**src/rtl/data_mem_seq_pkg.sv**
```systemverilog
// mem_seq_pkg: shared state encoding and default RAM base for the data-memory sequencer.
package mem_seq_pkg;
    typedef enum logic [1:0] {IDLE, LD_RESP, SB_WR} state_t;
    localparam logic [31:0] DEFAULT_BASE_ADDR = 32'h0001_0000;
endpackage

```
**src/rtl/data_mem_seq_if.sv**
```systemverilog
// data_mem_seq_if: pipeline request/response and synchronous RAM port bundle.
interface data_mem_seq_if #(parameter int DATA_WIDTH = 32, parameter int MEM_AW = 15);
    logic                  req_valid;
    logic                  req_we;
    logic                  req_st_byte;
    logic [DATA_WIDTH-1:0] req_addr;
    logic [DATA_WIDTH-1:0] req_wdata;
    logic                  stall;
    logic                  rd_valid;
    logic [DATA_WIDTH-1:0] rd_data;
    logic                  err;
    logic [MEM_AW-1:0]     mem_addr;
    logic                  mem_re;
    logic                  mem_we;
    logic [DATA_WIDTH-1:0] mem_wdata;
    logic [DATA_WIDTH-1:0] mem_rdata;
    modport slave (
        input  req_valid, req_we, req_st_byte, req_addr, req_wdata, mem_rdata,
        output stall, rd_valid, rd_data, err, mem_addr, mem_re, mem_we, mem_wdata
    );
    modport master (
        output req_valid, req_we, req_st_byte, req_addr, req_wdata, mem_rdata,
        input  stall, rd_valid, rd_data, err, mem_addr, mem_re, mem_we, mem_wdata
    );
endinterface

```
**src/rtl/data_mem_seq_byte_lane_merge.sv**
```systemverilog
// byte_lane_merge: replaces one byte lane of a word, leaving the other lanes intact.
module byte_lane_merge #(parameter int DATA_WIDTH = 32) (
    input  logic [DATA_WIDTH-1:0] word,
    input  logic [1:0]            lane,
    input  logic [7:0]            byte_in,
    output logic [DATA_WIDTH-1:0] merged
);
    always_comb begin
        merged = word;
        merged[8*lane +: 8] = byte_in;
    end
endmodule

```
**src/rtl/data_mem_seq.sv**
```systemverilog
// data_mem_seq: memory-stage sequencer for LW/SW/SB over a synchronous single-port RAM;
// SB is a read-modify-write, so it and LW each hold the pipeline for one cycle.
module data_mem_seq
    import mem_seq_pkg::*;
#(
    parameter int                    DATA_WIDTH = 32,
    parameter int                    MEM_AW     = 15,
    parameter logic [DATA_WIDTH-1:0] BASE_ADDR  = DEFAULT_BASE_ADDR
) (
    input logic           clk,
    input logic           rst_n,
    data_mem_seq_if.slave bus
);
    state_t                state, next;
    logic [DATA_WIDTH-1:0] offset, widx_full, rd_data_q, merged;
    logic [MEM_AW-1:0]     widx, idx_q;
    logic [1:0]            lane_q;
    logic [7:0]            byte_q;
    logic                  is_sb, is_sw, bad;

    assign offset    = bus.req_addr - BASE_ADDR;
    assign widx_full = offset >> 2;
    assign widx      = widx_full[MEM_AW-1:0];
    assign is_sb     = bus.req_we & bus.req_st_byte;
    assign is_sw     = bus.req_we & ~bus.req_st_byte;
    assign bad       = (bus.req_addr < BASE_ADDR) | ((widx_full >> MEM_AW) != '0)
                     | (~is_sb & (bus.req_addr[1:0] != 2'b00));

    byte_lane_merge #(.DATA_WIDTH(DATA_WIDTH)) u_merge (
        .word(bus.mem_rdata), .lane(lane_q), .byte_in(byte_q), .merged(merged)
    );

    always_ff @(posedge clk or negedge rst_n) begin
        if (!rst_n) begin
            state     <= IDLE;
            idx_q     <= '0;
            lane_q    <= '0;
            byte_q    <= '0;
            rd_data_q <= '0;
        end else begin
            state <= next;
            if (state == IDLE) begin
                idx_q  <= widx;
                lane_q <= bus.req_addr[1:0];
                byte_q <= bus.req_wdata[7:0];
            end
            if (state == LD_RESP) rd_data_q <= bus.mem_rdata;
        end
    end

    // Outputs are gated by rst_n so the strobes drop the moment reset asserts.
    always_comb begin
        next          = state;
        bus.stall     = 1'b0;
        bus.rd_valid  = 1'b0;
        bus.err       = 1'b0;
        bus.mem_re    = 1'b0;
        bus.mem_we    = 1'b0;
        bus.mem_addr  = widx;
        bus.mem_wdata = bus.req_wdata;
        bus.rd_data   = (state == LD_RESP) ? bus.mem_rdata : rd_data_q;
        if (rst_n) begin
            if (state == IDLE && bus.req_valid) begin
                if (bad) bus.err = 1'b1;
                else if (is_sw) bus.mem_we = 1'b1;
                else begin
                    bus.mem_re = 1'b1;
                    bus.stall  = 1'b1;
                    next       = is_sb ? SB_WR : LD_RESP;
                end
            end else if (state == LD_RESP) begin
                bus.rd_valid = 1'b1;
                next         = IDLE;
            end else if (state == SB_WR) begin
                bus.mem_we    = 1'b1;
                bus.mem_addr  = idx_q;
                bus.mem_wdata = merged;
                next          = IDLE;
            end
        end
    end
endmodule

```
**src/flat_wrapper.sv**
```systemverilog
// flat-port wrapper written by rule: the top's interface ports become plain ports
module data_mem_seq_flat import mem_seq_pkg::*;
#(
    parameter int                    DATA_WIDTH = 32,
    parameter int                    MEM_AW     = 15,
    parameter logic [DATA_WIDTH-1:0] BASE_ADDR  = DEFAULT_BASE_ADDR
)
  (clk, rst_n, bus_req_valid, bus_req_we, bus_req_st_byte, bus_req_addr, bus_req_wdata, bus_mem_rdata, bus_stall, bus_rd_valid, bus_rd_data, bus_err, bus_mem_addr, bus_mem_re, bus_mem_we, bus_mem_wdata);
  data_mem_seq_if #(.DATA_WIDTH(DATA_WIDTH), .MEM_AW(MEM_AW)) bus_i ();
  input logic clk;
  input logic rst_n;
  input wire logic [$bits(bus_i.req_valid)-1:0] bus_req_valid;
  input wire logic [$bits(bus_i.req_we)-1:0] bus_req_we;
  input wire logic [$bits(bus_i.req_st_byte)-1:0] bus_req_st_byte;
  input wire logic [$bits(bus_i.req_addr)-1:0] bus_req_addr;
  input wire logic [$bits(bus_i.req_wdata)-1:0] bus_req_wdata;
  input wire logic [$bits(bus_i.mem_rdata)-1:0] bus_mem_rdata;
  output wire logic [$bits(bus_i.stall)-1:0] bus_stall;
  output wire logic [$bits(bus_i.rd_valid)-1:0] bus_rd_valid;
  output wire logic [$bits(bus_i.rd_data)-1:0] bus_rd_data;
  output wire logic [$bits(bus_i.err)-1:0] bus_err;
  output wire logic [$bits(bus_i.mem_addr)-1:0] bus_mem_addr;
  output wire logic [$bits(bus_i.mem_re)-1:0] bus_mem_re;
  output wire logic [$bits(bus_i.mem_we)-1:0] bus_mem_we;
  output wire logic [$bits(bus_i.mem_wdata)-1:0] bus_mem_wdata;
  assign bus_i.req_valid = bus_req_valid;
  assign bus_i.req_we = bus_req_we;
  assign bus_i.req_st_byte = bus_req_st_byte;
  assign bus_i.req_addr = bus_req_addr;
  assign bus_i.req_wdata = bus_req_wdata;
  assign bus_i.mem_rdata = bus_mem_rdata;
  assign bus_stall = bus_i.stall;
  assign bus_rd_valid = bus_i.rd_valid;
  assign bus_rd_data = bus_i.rd_data;
  assign bus_err = bus_i.err;
  assign bus_mem_addr = bus_i.mem_addr;
  assign bus_mem_re = bus_i.mem_re;
  assign bus_mem_we = bus_i.mem_we;
  assign bus_mem_wdata = bus_i.mem_wdata;
  data_mem_seq #(.DATA_WIDTH(DATA_WIDTH), .MEM_AW(MEM_AW), .BASE_ADDR(BASE_ADDR)) u_core (.clk(clk), .rst_n(rst_n), .bus(bus_i));
endmodule
```
**config.mk**
```make
export PLATFORM = sky130hd
export DESIGN_NAME = data_mem_seq_flat
export DESIGN_NICKNAME = d
export VERILOG_FILES = /design/src/rtl/data_mem_seq_pkg.sv /design/src/rtl/data_mem_seq_if.sv /design/src/rtl/data_mem_seq_byte_lane_merge.sv /design/src/rtl/data_mem_seq.sv /design/src/flat_wrapper.sv
export SDC_FILE = /design/constraint.sdc
export NUM_CORES = 1
export LEC_CHECK = 0
export BUFFER_PORTS_ARGS = -buffer_cell sky130_fd_sc_hd__buf_2
export CAP_MARGIN = 20
export CORE_MARGIN = 2
export CORE_UTILIZATION = 49
export DETAILED_ROUTE_END_ITERATION = 16
export GPL_TIMING_DRIVEN = 0
export PLACE_DENSITY = 0.95
export SETUP_SLACK_MARGIN = 0.2
export SYNTH_ARGS = -nofsm -noshare
export SYNTH_HDL_FRONTEND = slang
export SYNTH_SLANG_ARGS = --single-unit
```
**constraint.sdc**
```tcl
create_clock -name clk -period 3.2 [get_ports clk]
set_clock_uncertainty 0.2 [all_clocks]
set_input_delay 0.16 -clock clk [delete_from_list [all_inputs] [get_ports clk]]
set_output_delay 0.16 -clock clk [all_outputs]
set_load 0.05 [all_outputs]
```
==> results.toml <==
[critical_path]
crit_required_ns = 2.84
critical_path_class = "in -> out"
crit_fanout = 35
max_stage_delay_ns = 0.54
arrival_ns = 2.57
start_kind = "input pin"
slowest_stage = "dlygate4sd3_1"
path_common_cell = "buf_2"
path_cells = "dlygate4sd3_1, buf_2, buf_12, nand3b_1, clkbuf_1, mux2_2, buf_2"
critPathCaptureType = "output pin"

[detailed_routing]
detail_route.wirelength_um = 13200
ant_nets = 0
vias = 4111
drt-pass1-iter-count = 5
drc = 0
vias_per_cell = 5.73
drt_iter0_drc = 286
wl_per_cell_um = 18.4

[sta]
worst_slew_pin_slew_ns = 0.667
fmax_mhz = 341
maxSlewViolCount = 0
rsz0062_at_grt = "no"
setup_ws_ns = 0.269
slew_headroom = 0.556
hold_viol = 0
worst_hold_slack_ns = 0.0271
finalCriticalPeriod_ns = 2.93
period_share = 0.916
tns_ns = 0
setup_violations = 0

[floorplanning]
io_pins = 185
die_w_um = 89.1
die-area_um2 = 7940
initial_core_util = 0.497
core_area_um2 = 7140
die_h_um = 89.1
row_count = 31

[final_layout]
design_area_um2 = 5500
drive_above_1_share = 0.467
multiInputGateArea_um2 = 2020
antennaDiodeCount = 0
area_growth_pct = 55.0
fin_nets = 722
fill_cells = 495
layout.cells.non_filler = 718
final_core_util = 0.770
seq_area_um2 = 1480

[power_and_ir_drop]
total_power_mw = 1.96
power.density_nw_per_um2 = 357
ir_drop_v = 0.000343
p_leak_nw = 2.79

[placement]
io_buffers = 183
pre_cts_slack_ns = 0.251
gp_congestion = 0.867
placedCellCount = 642
dp_hpwl_um = 8450
placed_cell_area_um2 = 4620

[worst_hold_path]
min_path_type = "in -> reg"

[global_routing]
antenna_found_initial = 0
overflow = 0
grt_max_degree = 36
grt_pass1_vias = 4100
grt_usage = 0.328
grt_pass1_wl_um = 19800

[clock_tree]
cts_tree = "built"
clk_path_buf_depth = 2
clk_pin_slew_ns = 0.06
cts_max_level = 3
root_buffer = "clkbuf_8"
cts_buffers = 9
post-cts-setup-buffers = 0
cts_sinks = 59
clock_latency_ns = 0.33

[yosys]
avgSynthCellArea_um2 = 9.88
ys_seq_elements = 59
yosysMostFrequentCell = "mux2_2"
yosysWarnings = 0
synth_edf_count = 0
syn-instance-count = 359
syn_area_um2 = 3550
yosysSeqAreaShare = 0.416
yosys_most_used_dff = "dfrtp_1"
syn_nets = 466
yosysTopAreaCell = "dfrtp_1"
async_flop_share = 1.00
yosys-top-cells-area = "dfrtp_1 (42%), mux2_2 (22%), nor2b_1 (6.0%)"
synth.distinct_cells = 42
synth_top_area_frac = 0.416
synth_common_cells = "mux2_2 (69), dfrtp_1 (59), nand2_1 (38), o21ai_0 (38), a21oi_1 (36)"

[run_status]
status = "finished clean"

[job]
cap_viol_max_count = 0
## cell usage in the layout, fill, tap and decap left out, drive strengths merged, types with 2 or more instances in the layout
cell	n
a21oi	36
and2	2
buf	188
clkbuf	29
dfrtp	59
dlygate4sd3	60
ha	6
inv	6
mux2	69
nand2	38
nand2b	4
nand3	2
nand3b	2
nand4	2
nor2	10
nor2b	34
nor3	4
nor4	2
o21ai	38
o41ai	4
or2	2
or3	2
or4	3
## flip-flops by register name, summed over array words and instances (netlist names)
name              count
u_core.rd_data_q     32
u_core.idx_q         15
u_core.byte_q         8
u_core.lane_q         2
u_core.state          2
## cell families after synthesis
family / count (synthesis) / share of synthesized area
xor gates and xnor gates: 2 / 0.00494
buffers and inverters: 24 / 0.0286
muxes: 70 / 0.222
adders and majority gates: 6 / 0.0212
and+or+nand+nor: 113 / 0.172
AOI/OAI and AO/OA: 85 / 0.135
DFF: 59 / 0.416
## report_power, final
part / leakage [nW] / switching, mW / internal [mW]
combinational: 1.92 / 0.265 / 0.184
clock: 0.109 / 0.289 / 0.441
sequential: 0.767 / 0.0207 / 0.762
## worst paths after layout
kind                                                      from                        endpoint  slack [ns]  cells after the start
worst max-delay path                                     rst_n                bus_mem_addr[11]        0.27                      7
max in group asynchronous                                rst_n  u_core.rd_data_q[24]$_DFF_PN0_        2.35                      3
worst min register to register  u_core.rd_data_q[15]$_DFF_PN0_  u_core.rd_data_q[15]$_DFF_PN0_        0.29                      1
worst max register to register     u_core.state[1]$_DFFE_PN0P_    u_core.byte_q[4]$_DFFE_PN0N_        0.91                      4
worst min-delay path                          bus_req_addr[23]     u_core.state[1]$_DFFE_PN0P_        0.03                      4
min in group asynchronous                                rst_n    u_core.idx_q[13]$_DFFE_PN0N_        0.24                      3
## metal layers
layer,track usage,up-vias,share of wire
li1,-,1795,-
met4,0.218,0,0.055
met3,0.0674,71,0.072
met5,0,-,0
met1,0.365,1977,0.36
met2,0.564,268,0.52
## critical path, delay by kind of cell
kind	cells	cell delay (ns)
buf+inv	5	1.63
mux	1	0.40
simple gates	1	0.36
## final cells by class
type,count,share of cell area
flip-flops and latches,59,0.269
clock inverters,1,0.00546
repair buffers,245,0.284
multi-input cells,276,0.367
inverters,6,0.00410
plain buffers,18,0.0150
clock buffers,14,0.0332
well taps,99,0.0225
## what timing repair did
item | CTS | global route
cloned | 0 | 0
hold buffers | 61 | 0
endpoints found under the hold margin | 87 | 0
setup endpoints to repair | 18 | 39
resized for setup | 3 | 13
Note: power is estimated with default switching activity, not from simulation.
